File: config.mk
export PLATFORM = sky130hd
export DESIGN_NAME = beam_threshold_loader_flat
export DESIGN_NICKNAME = d
export VERILOG_FILES = /design/src/rtl/beam_threshold_loader_if.sv /design/src/rtl/beam_threshold_loader.sv /design/src/flat_wrapper.sv
export SDC_FILE = /design/constraint.sdc
export NUM_CORES = 1
export LEC_CHECK = 0
export CORE_UTILIZATION = 45
export DETAILED_ROUTE_END_ITERATION = 6
export DONT_BUFFER_PORTS = 1
export SLEW_MARGIN = 40
export SYNTH_ARGS = -nofsm -noshare
export SYNTH_HDL_FRONTEND = slang
export SYNTH_SLANG_ARGS = --single-unit
export TNS_END_PERCENT = 30
File: constraint.sdc
create_clock -name clk_i -period 8.9 [get_ports clk_i]
set_input_delay 2.67 -clock clk_i [delete_from_list [all_inputs] [get_ports clk_i]]
set_output_delay 2.67 -clock clk_i [all_outputs]
set_load 0.005 [all_outputs]
File: src/rtl/beam_threshold_loader_if.sv
// beam_threshold_loader_if
//   Control-side and trigger-side bundle for beam_threshold_loader.
//   slave  : the loader (consumes writes/requests, drives threshold stream)
//   master : the controller / environment
//   Signals:
//     wr_en_i/wr_addr_i/wr_data_i  shadow-table write
//     rd_addr_i/rd_data_o          registered readback
//     load_req_i/busy_o/done_o     commit handshake
//     dirty_o                      per-beam uncommitted flags
//     thresh_o/thresh_ce_o/update_o  stream into beamform_trigger
interface beam_threshold_loader_if #(
  parameter int NBEAMS = 8
);
  localparam int AW = (NBEAMS > 1) ? $clog2(NBEAMS) : 1;

  logic              wr_en_i;
  logic [AW-1:0]     wr_addr_i;
  logic [17:0]       wr_data_i;
  logic [AW-1:0]     rd_addr_i;
  logic [17:0]       rd_data_o;
  logic              load_req_i;
  logic              busy_o;
  logic              done_o;
  logic [NBEAMS-1:0] dirty_o;
  logic [17:0]       thresh_o;
  logic [NBEAMS-1:0] thresh_ce_o;
  logic              update_o;

  modport slave (
    input  wr_en_i, wr_addr_i, wr_data_i, rd_addr_i, load_req_i,
    output rd_data_o, busy_o, done_o, dirty_o, thresh_o, thresh_ce_o, update_o
  );

  modport master (
    output wr_en_i, wr_addr_i, wr_data_i, rd_addr_i, load_req_i,
    input  rd_data_o, busy_o, done_o, dirty_o, thresh_o, thresh_ce_o, update_o
  );
endinterface

File: src/rtl/beam_threshold_loader.sv
// beam_threshold_loader
//   Holds a shadow table of NBEAMS 18-bit trigger thresholds with per-beam
//   dirty flags. A commit streams every dirty entry to beamform_trigger
//   (one beam slot per cycle, fixed latency), pulses update, waits
//   SETTLE_CYCLES and then pulses done. Reset preloads THRESH_DEFAULT,
//   marks all beams dirty and leaves a commit pending, so the trigger is
//   fully reloaded after every reset.
//   Ports:
//     clk_i  clock
//     rst_i  asynchronous active-high reset
//     bus    beam_threshold_loader_if.slave (control + trigger stream)
module beam_threshold_loader #(
  parameter int          NBEAMS         = 8,
  parameter logic [17:0] THRESH_DEFAULT = 18'd9000,
  parameter int          SETTLE_CYCLES  = 4
) (
  input  logic                    clk_i,
  input  logic                    rst_i,
  beam_threshold_loader_if.slave  bus
);
  localparam int AW = (NBEAMS > 1) ? $clog2(NBEAMS) : 1;

  typedef enum logic [2:0] {S_IDLE, S_SCAN, S_UPDATE, S_SETTLE, S_DONE} state_t;

  state_t            r_state;
  logic [17:0]       r_table [NBEAMS];
  logic [NBEAMS-1:0] r_dirty;
  logic              r_pend;
  logic [AW-1:0]     r_idx;
  logic [7:0]        r_cnt;
  logic [17:0]       r_thresh;
  logic [17:0]       r_rd_data;
  logic [NBEAMS-1:0] r_ce;
  logic              r_update;
  logic              r_done;
  logic              r_busy;

  logic              w_wr_ok;
  logic              w_rd_ok;
  logic              w_req;
  logic              w_scan_hit;
  logic [NBEAMS-1:0] w_idx_hot;
  logic [NBEAMS-1:0] w_wr_hot;
  logic [NBEAMS-1:0] w_clr;

  assign w_wr_ok    = bus.wr_en_i && (32'(bus.wr_addr_i) < NBEAMS);
  assign w_rd_ok    = 32'(bus.rd_addr_i) < NBEAMS;
  assign w_req      = bus.load_req_i || r_pend;
  assign w_idx_hot  = NBEAMS'(1) << r_idx;
  assign w_wr_hot   = w_wr_ok ? (NBEAMS'(1) << bus.wr_addr_i) : '0;
  assign w_scan_hit = (r_state == S_SCAN) && r_dirty[r_idx];
  assign w_clr      = w_scan_hit ? w_idx_hot : '0;

  always_ff @(posedge clk_i or posedge rst_i) begin
    if (rst_i) begin
      for (int i = 0; i < NBEAMS; i++) r_table[i] <= THRESH_DEFAULT;
      r_dirty   <= '1;
      r_pend    <= 1'b1;
      r_state   <= S_IDLE;
      r_idx     <= '0;
      r_cnt     <= '0;
      r_thresh  <= '0;
      r_rd_data <= '0;
      r_ce      <= '0;
      r_update  <= 1'b0;
      r_done    <= 1'b0;
      r_busy    <= 1'b1;
    end else begin
      // Set after clear: a write landing on the beam being scanned keeps it
      // dirty, while the scan itself still ships the pre-write table value.
      r_dirty <= (r_dirty & ~w_clr) | w_wr_hot;
      if (w_wr_ok) r_table[bus.wr_addr_i] <= bus.wr_data_i;

      if (w_wr_ok && bus.wr_addr_i == bus.rd_addr_i) r_rd_data <= bus.wr_data_i;
      else if (w_rd_ok)                             r_rd_data <= r_table[bus.rd_addr_i];
      else                                          r_rd_data <= '0;

      r_ce     <= '0;
      r_update <= 1'b0;
      r_done   <= 1'b0;
      // Requests outside IDLE collapse into one pending flag.
      r_pend   <= r_pend | bus.load_req_i;

      case (r_state)
        S_IDLE: begin
          if (w_req) begin
            r_pend <= 1'b0;
            r_idx  <= '0;
            if (|r_dirty) begin
              r_state <= S_SCAN;
              r_busy  <= 1'b1;
            end else begin
              r_state <= S_DONE;
            end
          end
        end
        S_SCAN: begin
          // Every index gets a slot so latency does not depend on dirty count.
          if (r_dirty[r_idx]) begin
            r_thresh <= r_table[r_idx];
            r_ce     <= w_idx_hot;
          end
          if (r_idx == AW'(NBEAMS - 1)) r_state <= S_UPDATE;
          else                          r_idx   <= r_idx + 1'b1;
        end
        S_UPDATE: begin
          r_update <= 1'b1;
          if (SETTLE_CYCLES == 0) begin
            r_state <= S_DONE;
          end else begin
            r_cnt   <= 8'(SETTLE_CYCLES - 1);
            r_state <= S_SETTLE;
          end
        end
        S_SETTLE: begin
          if (r_cnt == 8'd0) r_state <= S_DONE;
          else               r_cnt   <= r_cnt - 8'd1;
        end
        S_DONE: begin
          r_done  <= 1'b1;
          r_busy  <= 1'b0;
          r_state <= S_IDLE;
        end
        default: r_state <= S_IDLE;
      endcase
    end
  end

  assign bus.rd_data_o   = r_rd_data;
  assign bus.busy_o      = r_busy;
  assign bus.done_o      = r_done;
  assign bus.dirty_o     = r_dirty;
  assign bus.thresh_o    = r_thresh;
  assign bus.thresh_ce_o = r_ce;
  assign bus.update_o    = r_update;
endmodule

File: src/flat_wrapper.sv
// flat-port wrapper written by rule: the top's interface ports become plain ports
module beam_threshold_loader_flat 
#(
  parameter int          NBEAMS         = 8,
  parameter logic [17:0] THRESH_DEFAULT = 18'd9000,
  parameter int          SETTLE_CYCLES  = 4
)
  (clk_i, rst_i, bus_wr_en_i, bus_wr_addr_i, bus_wr_data_i, bus_rd_addr_i, bus_load_req_i, bus_rd_data_o, bus_busy_o, bus_done_o, bus_dirty_o, bus_thresh_o, bus_thresh_ce_o, bus_update_o);
  beam_threshold_loader_if #(.NBEAMS(NBEAMS)) bus_i ();
  input  logic clk_i;
  input  logic rst_i;
  input wire logic [$bits(bus_i.wr_en_i)-1:0] bus_wr_en_i;
  input wire logic [$bits(bus_i.wr_addr_i)-1:0] bus_wr_addr_i;
  input wire logic [$bits(bus_i.wr_data_i)-1:0] bus_wr_data_i;
  input wire logic [$bits(bus_i.rd_addr_i)-1:0] bus_rd_addr_i;
  input wire logic [$bits(bus_i.load_req_i)-1:0] bus_load_req_i;
  output wire logic [$bits(bus_i.rd_data_o)-1:0] bus_rd_data_o;
  output wire logic [$bits(bus_i.busy_o)-1:0] bus_busy_o;
  output wire logic [$bits(bus_i.done_o)-1:0] bus_done_o;
  output wire logic [$bits(bus_i.dirty_o)-1:0] bus_dirty_o;
  output wire logic [$bits(bus_i.thresh_o)-1:0] bus_thresh_o;
  output wire logic [$bits(bus_i.thresh_ce_o)-1:0] bus_thresh_ce_o;
  output wire logic [$bits(bus_i.update_o)-1:0] bus_update_o;
  assign bus_i.wr_en_i = bus_wr_en_i;
  assign bus_i.wr_addr_i = bus_wr_addr_i;
  assign bus_i.wr_data_i = bus_wr_data_i;
  assign bus_i.rd_addr_i = bus_rd_addr_i;
  assign bus_i.load_req_i = bus_load_req_i;
  assign bus_rd_data_o = bus_i.rd_data_o;
  assign bus_busy_o = bus_i.busy_o;
  assign bus_done_o = bus_i.done_o;
  assign bus_dirty_o = bus_i.dirty_o;
  assign bus_thresh_o = bus_i.thresh_o;
  assign bus_thresh_ce_o = bus_i.thresh_ce_o;
  assign bus_update_o = bus_i.update_o;
  beam_threshold_loader #(.NBEAMS(NBEAMS), .THRESH_DEFAULT(THRESH_DEFAULT), .SETTLE_CYCLES(SETTLE_CYCLES)) u_core (.clk_i(clk_i), .rst_i(rst_i), .bus(bus_i));
endmodule
==> impl_results.md, run 1 <==
- Final hold vios: 0
- YS warnings: 0
- Post-DP HPWL: 14,520 um
- Gr busiest metal: met2
- Starting Density: 0.4634
- Relative slew margins: 0.4968
- Skew final: 0.009396 ns
- Clk Latency, worst-skew pair: 0.51 ns
- Sinks on Clock Net: 214
- R2r startpoint: u_core.r_idx[1]$_DFFE_PP0P_
- Crit path max fanout: 4
- Number of synthesized flops with an enable pin: 0
- GRT Total Usage: 0.2130
- PortBufs: 0
- Crit path launch type: register
- Hold Startpoint: u_core.bus.dirty_o[1]$_DFF_PP1_
- Hold buffers post-CTS: 0
- Post-synth cell types: 51
- R2R depth: 5
- # diodes: 0
- First drt pass iteration count: 4
- DR vias: 6,175
- CP arrival: 1.12 ns
- Max-capacitance violation count: 0
- Switching power total: 1.038 mW
- CP required: 6.23 ns
- ANT nets after route: 0
- RSZ-0062 raised after global routing: false
- Period utilization: 0.4256
- Synth Area per Inst: 14.42 um2
- Worst setup EP type: output pin
- Slew at the pin closest to its max-slew limit: 0.7548 ns
- Die Y: 155.4 um
- Post-CTS Setup Bufs: 0
- Row cnt: 55
- Cells after Synth: 734
- Min cycle time layout: 3.788 ns
- Leak: 4.875 nW
- Syn-to-layout area delta: 10.33%
- Met3 Use GR: 0.03538
- Io pins: 83
- Largest net degree at the start of global routing: 137
- Pwr/cell area: 301.0 nW/um2
- P_int: 2.477 mW
- Clock power frac: 0.303
- Layout cells sized above 1: 0.4255
- H-tree depth: 1
- Setup slack, reg-to-reg: 6.01 ns
- Top FF cell, synth: dfrtp_1
- Fin area: 11,680 um2
- Outcome: complete, no violations
- Grt met1 use: 0.2788
- Sequential share of power: 0.427
- Wire per inst: 23.51 um
- First-pass GRT wire length: 38,990 um
- Chip width: 155.4 um
- Crit path launch: u_core.bus.dirty_o[4]$_DFF_PP1_
- Grt total ovfl: 0
- Vias in the first global route: 6,689
- Worst reg2reg path endpoint: u_core.bus.thresh_o[7]$_DFFE_PP0P_
- Root Driver: clkbuf_16
- Clock slew seen by the registers of the worst setup and hold paths: 0.06 ns
- Sum of negative setup slack: 0 ns
- VDD IR-drop max: 151.8 uV
- Final Setup Violations: 0
- DRC viols: 0
- Layout Nets: 762
- Setup crit end: bus_dirty_o[4]
- Clock buffer depth: 3
- M2 GR Usage: 0.3652
- TritonCTS clock tree: yes
- Via/cell ratio: 5.836
- HP Class: register to register
- Initial DRC count: 409
- Cts bufs inserted: 25
- WS Path Type: register to output pin
- Initial antenna violation count: 0
- Resized cells post-CTS: 0
- Post-synth net total: 769
- Flop and latch count out of synthesis: 214
- Final WL: 24,880 um
- Sw Share: 0.2953
- Gpl congestion: 0.7671
- DP Area: 10,810 um2
- Max Fclk: 264.0 MHz
- Core box area: 22,850 um2
- Logic pwr share: 0.271
- Synthesized area: 10,590 um2
- Min Hold Slack: 0.5035 ns
- Sequential area share after synthesis: 0.5118
- Synth async-reset ratio: 1.000
- Die ar.: 24,140 um2
- Pins Over Slew Limit: 0
- Final Util: 0.5112
- CP Depth: 0
[synthesized netlist by cell type, types with 2 or more instances]
cell       number  area share
inv_1          13      0.0046
mux4_2         72        0.15
and2_1          3      0.0018
nor3b_2         2      0.0024
or2_1           2      0.0012
and3_1          7      0.0041
nor3_4          2      0.0031
xnor2_1         6      0.0050
nand2_1        62       0.022
mux2_1         39       0.041
o22ai_1         4      0.0024
o21bai_1        2      0.0014
nor2_1         34       0.012
a31oi_1         4      0.0024
nand4b_1        2      0.0017
nand4_1         2      0.0012
a21oi_1        22       0.010
nor3b_1         2      0.0014
buf_4           8      0.0057
dfrtp_1       164        0.39
mux2i_1        22       0.021
nor2_2          2      0.0012
nor2b_1         2      0.0012
nor4_1          2      0.0012
o21ai_0         5      0.0024
dfstp_2        50        0.12
nor3_1          7      0.0033
clkbuf_1       12      0.0043
nand2b_1        6      0.0035
buf_6           7      0.0074
ha_1            7      0.0083
mux2_2        123        0.13
buf_2          18      0.0085
a2111oi_2       2      0.0028
[cell type report]
type | instances | area (um2)
clock inverter | 8 | 121.4
clock buffer | 37 | 750.7
sequential | 214 | 5420
tap | 313 | 391.6
multi-input combinational | 459 | 4825
timing repair buffer | 13 | 105.1
fill | 1961 | 11170
inverter | 14 | 66.31
[state kept, by name, indices dropped and copies added (netlist names)]
register and cells:
u_core.bus.thresh_o 18, u_core.bus.update_o 1, u_core.r_idx 3, u_core.r_table 144, u_core.bus.rd_data_o 18, u_core.r_state 3
u_core.r_cnt 8, u_core.bus.done_o 1, u_core.bus.thresh_ce_o 8, u_core.r_pend 1, u_core.bus.busy_o 1, u_core.bus.dirty_o 8
[kinds of logic (layout without fill, tap and decap cells)]
kind of cell	count (synthesis)	after routing	share of synthesized area
simple gates	144	144	0.06867
xor+xnor	7	7	0.005791
mux	256	256	0.3463
compound gates	45	45	0.02671
flops	214	214	0.5118
buf+inv	61	72	0.03250
fa+ha+maj	7	7	0.008273
[stage by stage]
stage	power (mW)	worst slack, ns	instances
floorplan	2.278	0.4618	734
global placement	2.429	4.573	1013
detailed placement	2.481	4.700	1013
CTS	3.568	5.086	1058
global route	3.715	5.078	1058
finish	3.515	5.112	1058
[layer usage]
layer,up-vias,share of wire
li1,2689,-
met1,3279,0.42
met2,163,0.51
met3,44,0.048
met4,0,0.022
met5,-,0
[placed cells by master (no fill, tap or decap), types with 8 or more instances in the layout]
| master | Yosys | routed |
|---|---|---|
| clkbuf_8 | 1 | 8 |
| inv_1 | 13 | 12 |
| clkbuf_16 | 0 | 25 |
| nor2_1 | 34 | 34 |
| dfstp_2 | 50 | 50 |
| buf_4 | 8 | 11 |
| dfrtp_1 | 164 | 162 |
| mux4_2 | 72 | 72 |
| a21oi_1 | 22 | 22 |
| nand2_1 | 62 | 62 |
| mux2_2 | 123 | 123 |
| mux2_1 | 39 | 39 |
| mux2i_1 | 22 | 22 |
[power by group through the flow]
| stage | registers [mW] | logic (mW) | clock network, mW |
|---|---|---|---|
| 2_1_floorplan | 1.42 | 0.861 | 0 |
| 3_3_place_gp | 1.49 | 0.940 | 0 |
| 3_5_place_dp | 1.51 | 0.967 | 0 |
| 4_1_cts | 1.50 | 0.972 | 1.10 |
| 5_1_grt | 1.53 | 1.04 | 1.14 |
| 6_report | 1.50 | 0.951 | 1.06 |
[worst min-delay path by stage]
stage | end | slack (ns) | cells past startpoint
after floorplan | u_core.bus.dirty_o[4]$_DFF_PP1_ | 0.47 | 2
after global placement | u_core.r_table[130]$_DFFE_PP0P_ | 0.48 | 1
after detailed placement | u_core.bus.dirty_o[1]$_DFF_PP1_ | 0.49 | 2
after CTS | u_core.bus.dirty_o[1]$_DFF_PP1_ | 0.50 | 2
after global routing | u_core.bus.dirty_o[1]$_DFF_PP1_ | 0.52 | 2
final | u_core.bus.dirty_o[1]$_DFF_PP1_ | 0.50 | 2
Note: power is estimated with default switching activity, not from simulation.
==> run 2, diff against run 1 <==
--- a/config.mk
+++ b/config.mk
@@ -5,6 +5,7 @@
 export SDC_FILE = /design/constraint.sdc
 export NUM_CORES = 1
 export LEC_CHECK = 0
+export ABC_AREA = 1
 export CORE_UTILIZATION = 45
 export DETAILED_ROUTE_END_ITERATION = 6
 export DONT_BUFFER_PORTS = 1
==> constraint.sdc (replaced) <==
create_clock -name clk_i -period 3.85 [get_ports clk_i]
set_input_delay 1.155 -clock clk_i [delete_from_list [all_inputs] [get_ports clk_i]]
set_output_delay 1.155 -clock clk_i [all_outputs]
set_load 0.005 [all_outputs]
==> run 2 against run 1 <==
Count of clock-buffer cells in the layout rose by 3. Wire length rose by 21%. Sequential share of layout area fell by 0.96 points. Largest power group unchanged. Highest routed layer unchanged. Synthesized area rose by 2.6%. Register-to-register slack got worse by 4.5 ns. Die area rose by 2.5%.
==> impl_results.md, run 2 <==
- Leak: 5.609 nW (+15%)
- CP required: 4.30 ns (-1.93 ns)
- DP Area: 11,100 um2 (+2.7%)
- Crit path max fanout: 34 (+30)
- Starting Density: 0.4612 (-0.002159)
- Share of the synthesized area in the top cell type: 0.3780 (-0.009694)
- Synth Area per Inst: 7.908 um2 (-45%)
- Clock slew seen by the registers of the worst setup and hold paths: 0.06 ns (about the same)
- Fin area: 11,930 um2 (+2.1%)
- Worst setup EP type: register
- Most common cell in the netlist: nand2_1
- Syn-to-layout area delta: 9.876%
- Grt total ovfl: 0 (unchanged)
- Flop and latch count out of synthesis: 214 (unchanged)
- Initial DRC count: 748 (+83%)
- RSZ-0062 raised after global routing: false
- Post-synth top cells: nand2_1 (425), o21ai_0 (191), dfrtp_1 (164)
- Outcome: complete, no violations
- Skew final: 0.006529 ns (-0.002868 ns)
- R2R depth: 8 (+3)
- Gpl congestion: 0.8638 (+13%)
- Final Util: 0.5068 (-0.004477)
- Period utilization: 0.5984
- Row cnt: 56 (+1.8%)
- VDD IR-drop max: 321.7 uV (+110%)
- Hold path cells: 2 (unchanged)
- Cts bufs inserted: 25 (unchanged)
- Sinks on Clock Net: 214 (unchanged)
- Layout Nets: 1,367 (+79%)
- Cells after Synth: 1,373 (+87%)
- Chip width: 157.3 um (+1.3%)
- PortBufs: 0 (unchanged)
- YS warnings: 0 (unchanged)
- Dpl cells: 1,624 (+60%)
- Post-DP HPWL: 18,540 um (+28%)
- Pwr/cell area: 689.2 nW/um2 (+130%)
- Top reg by flops: u_core.r_table
- Synth async-reset ratio: 1.000 (unchanged)
- Top FF cell, synth: dfrtp_1
- Clock buffer depth: 3 (unchanged)
- Slew at the pin closest to its max-slew limit: 0.7905 ns (+0.03568 ns)
- Die ar.: 24,750 um2 (+2.5%)
- Most common cell after layout, fill and taps aside: nand2_1
- Sum of negative setup slack: 0 ns (unchanged)
- Final WL: 30,130 um (+21%)
- Top cells by area, synth: dfrtp_1 (38%), nand2_1 (15%), dfstp_2 (12%), o21ai_0 (8.8%), o211ai_1 (7.3%)
- HP Class: register to register
- CP arrival: 2.76 ns (+1.64 ns)
- Largest register FFs: 144 (unchanged)
- Hold EP: u_core.r_table[77]$_DFFE_PP1P_
- Post-synth net total: 1,408 (+83%)
- Initial antenna violation count: 0 (unchanged)
- Final hold vios: 0 (unchanged)
- Relative slew margins: 0.4711 (-0.02565)
- CP dominant cell by count: nand2_1
- Number of synthesized flops with an enable pin: 0 (unchanged)
- Wire per inst: 18.05 um (-23%)
- First drt pass iteration count: 5 (+1)
- Most frequent cells in the layout: nand2_1 (424), o21ai_0 (191), dfrtp_1 (163)
- Pins Over Slew Limit: 0 (unchanged)
- Core box area: 23,540 um2 (+3.0%)
- R2r startpoint: u_core.r_idx[1]$_DFFE_PP0P_
- Root Driver: clkbuf_16
- Via/cell ratio: 5.425 (-7.0%)
- Hold buffers post-CTS: 0 (unchanged)
- Crit path launch type: register
- DR vias: 9,055 (+47%)
- Synthesized area: 10,860 um2 (+2.6%)
- Cell taking the most area after synthesis: dfrtp_1
- Largest net degree at the start of global routing: 145 (+5.8%)
- Crit path max-delay family: buffers and inverters
- WS Path Type: register to register
- Max Fclk: 434.1 MHz
- Die Y: 157.3 um (+1.3%)
- Post-CTS Setup Bufs: 0 (unchanged)
- Max-capacitance violation count: 0 (unchanged)
- GRT Total Usage: 0.2528 (+0.03980)
- Clk Latency, worst-skew pair: 0.52 ns (about the same)
- Hold Startpoint: u_core.r_table[77]$_DFFE_PP1P_
- Final Setup Violations: 0 (unchanged)
- Resized cells post-CTS: 0 (unchanged)
- H-tree depth: 1 (unchanged)
- TritonCTS clock tree: yes
- Worst reg2reg path endpoint: u_core.bus.thresh_o[8]$_DFFE_PP0P_
- Crit-path cells: inv_1 > buf_4 > o211ai_1 > nand2_1 > nand2_1 > nand2_1 > nand3_1 > nand2_1
- First-pass GRT wire length: 48,170 um (+24%)
- DRC viols: 0 (unchanged)
- Non-filler instance count after layout: 1,669 (+58%)
- Vias in the first global route: 8,418 (+26%)
- Min cycle time layout: 2.304 ns
- Io pins: 83 (unchanged)
- Slowest stage delay, CP: 0.62 ns
- ANT nets after route: 0 (unchanged)
- Post-synth cell types: 30 (-41%)
- Sequential area share after synthesis: 0.4990 (-0.01280)
- Critical-path top delay cell: dfrtp_1
- # diodes: 0 (unchanged)
- CP Buf/Inv Count: 2
- Setup slack, reg-to-reg: 1.55 ns (-4.46 ns)
- Layout cells sized above 1: 0.09556 (-0.3299)
[run 2: changes by cell type after synthesis, sizes merged, moves of 7 or more]
cell    previous run  this run
mux2i             22         0
nand3              1        90
buf               34        41
mux4              72         0
and3               7         0
a21oi             23        38
o21ai              5       214
nand2             62       432
o211ai             0       105
clkbuf            13        46
inv               13       126
mux2             162         0
[run 2: how the worst max path moves through the flow]
stage / slack (ns) / cells after the start / endpoint / startpoint
floorplan: -0.05 / 1 / u_core.bus.done_o$_DFF_PP0_ / rst_i
global placement: 1.30 / 6 / u_core.bus.rd_data_o[1]$_DFF_PP0_ / bus_rd_addr_i[1]
detailed placement: 1.25 / 6 / u_core.bus.rd_data_o[8]$_DFF_PP0_ / bus_rd_addr_i[1]
CTS: 1.57 / 8 / u_core.bus.thresh_o[8]$_DFFE_PP0P_ / u_core.r_idx[1]$_DFFE_PP0P_
global route: 1.34 / 8 / u_core.bus.thresh_o[7]$_DFFE_PP0P_ / u_core.r_idx[1]$_DFFE_PP0P_
finish: 1.55 / 8 / u_core.bus.thresh_o[8]$_DFFE_PP0P_ / u_core.r_idx[1]$_DFFE_PP0P_
[run 2: cell families (layout without fill, tap and decap cells)]
family	after synthesis	count (layout)	share of synthesized area
flops	214	214	0.4990
simple gates	573	573	0.2168
compound gates	360	360	0.1912
fa+ha+maj	7	7	0.008066
xor+xnor	5	5	0.004033
buf+inv	214	191	0.08101
[run 2: cell type report]
cell class / instances / area (um2)
fill: 2331 / 11610
sequential: 214 / 5421
multi-input combinational: 945 / 4568
clock buffer: 40 / 782.0
inverter: 127 / 480.5
tap: 319 / 399.1
timing repair buffer: 19 / 229.0
clock inverter: 5 / 50.05
[run 2: per-stage QoR]
step | hold slack (ns) | power (mW) | worst slack (ns)
finish | 0.4757 | 8.223 | 1.546
global route | 0.5043 | 8.822 | 1.337
CTS | 0.4766 | 8.272 | 1.569
detailed placement | 0.4687 | 5.859 | 1.249
global placement | 0.4650 | 5.796 | 1.296
floorplan | 0.4530 | 5.219 | -0.04833
[run 2: power by group]
part           switching [mW]  internal, mW
Clock                   0.932          1.45
Sequential              0.423          2.88
Combinational            1.71         0.838
[run 2: metal layers]
| metal | track usage | part of all wire | vias to the layer above |
|---|---|---|---|
| li1 | - | - | 4462 |
| met1 | 0.3633 | 0.48 | 4324 |
| met2 | 0.3946 | 0.45 | 232 |
| met3 | 0.04846 | 0.061 | 37 |
| met4 | 0.05270 | 0.017 | 0 |
| met5 | 0 | 0 | - |
[run 2: worst reg2reg max path: stages, from the launching register on]
cell and delay (ns):
dfrtp_1 0.62, inv_1 0.39, buf_4 0.51, o211ai_1 0.20, nand2_1 0.11, nand2_1 0.06
nand2_1 0.16, nand3_1 0.11, nand2_1 0.08
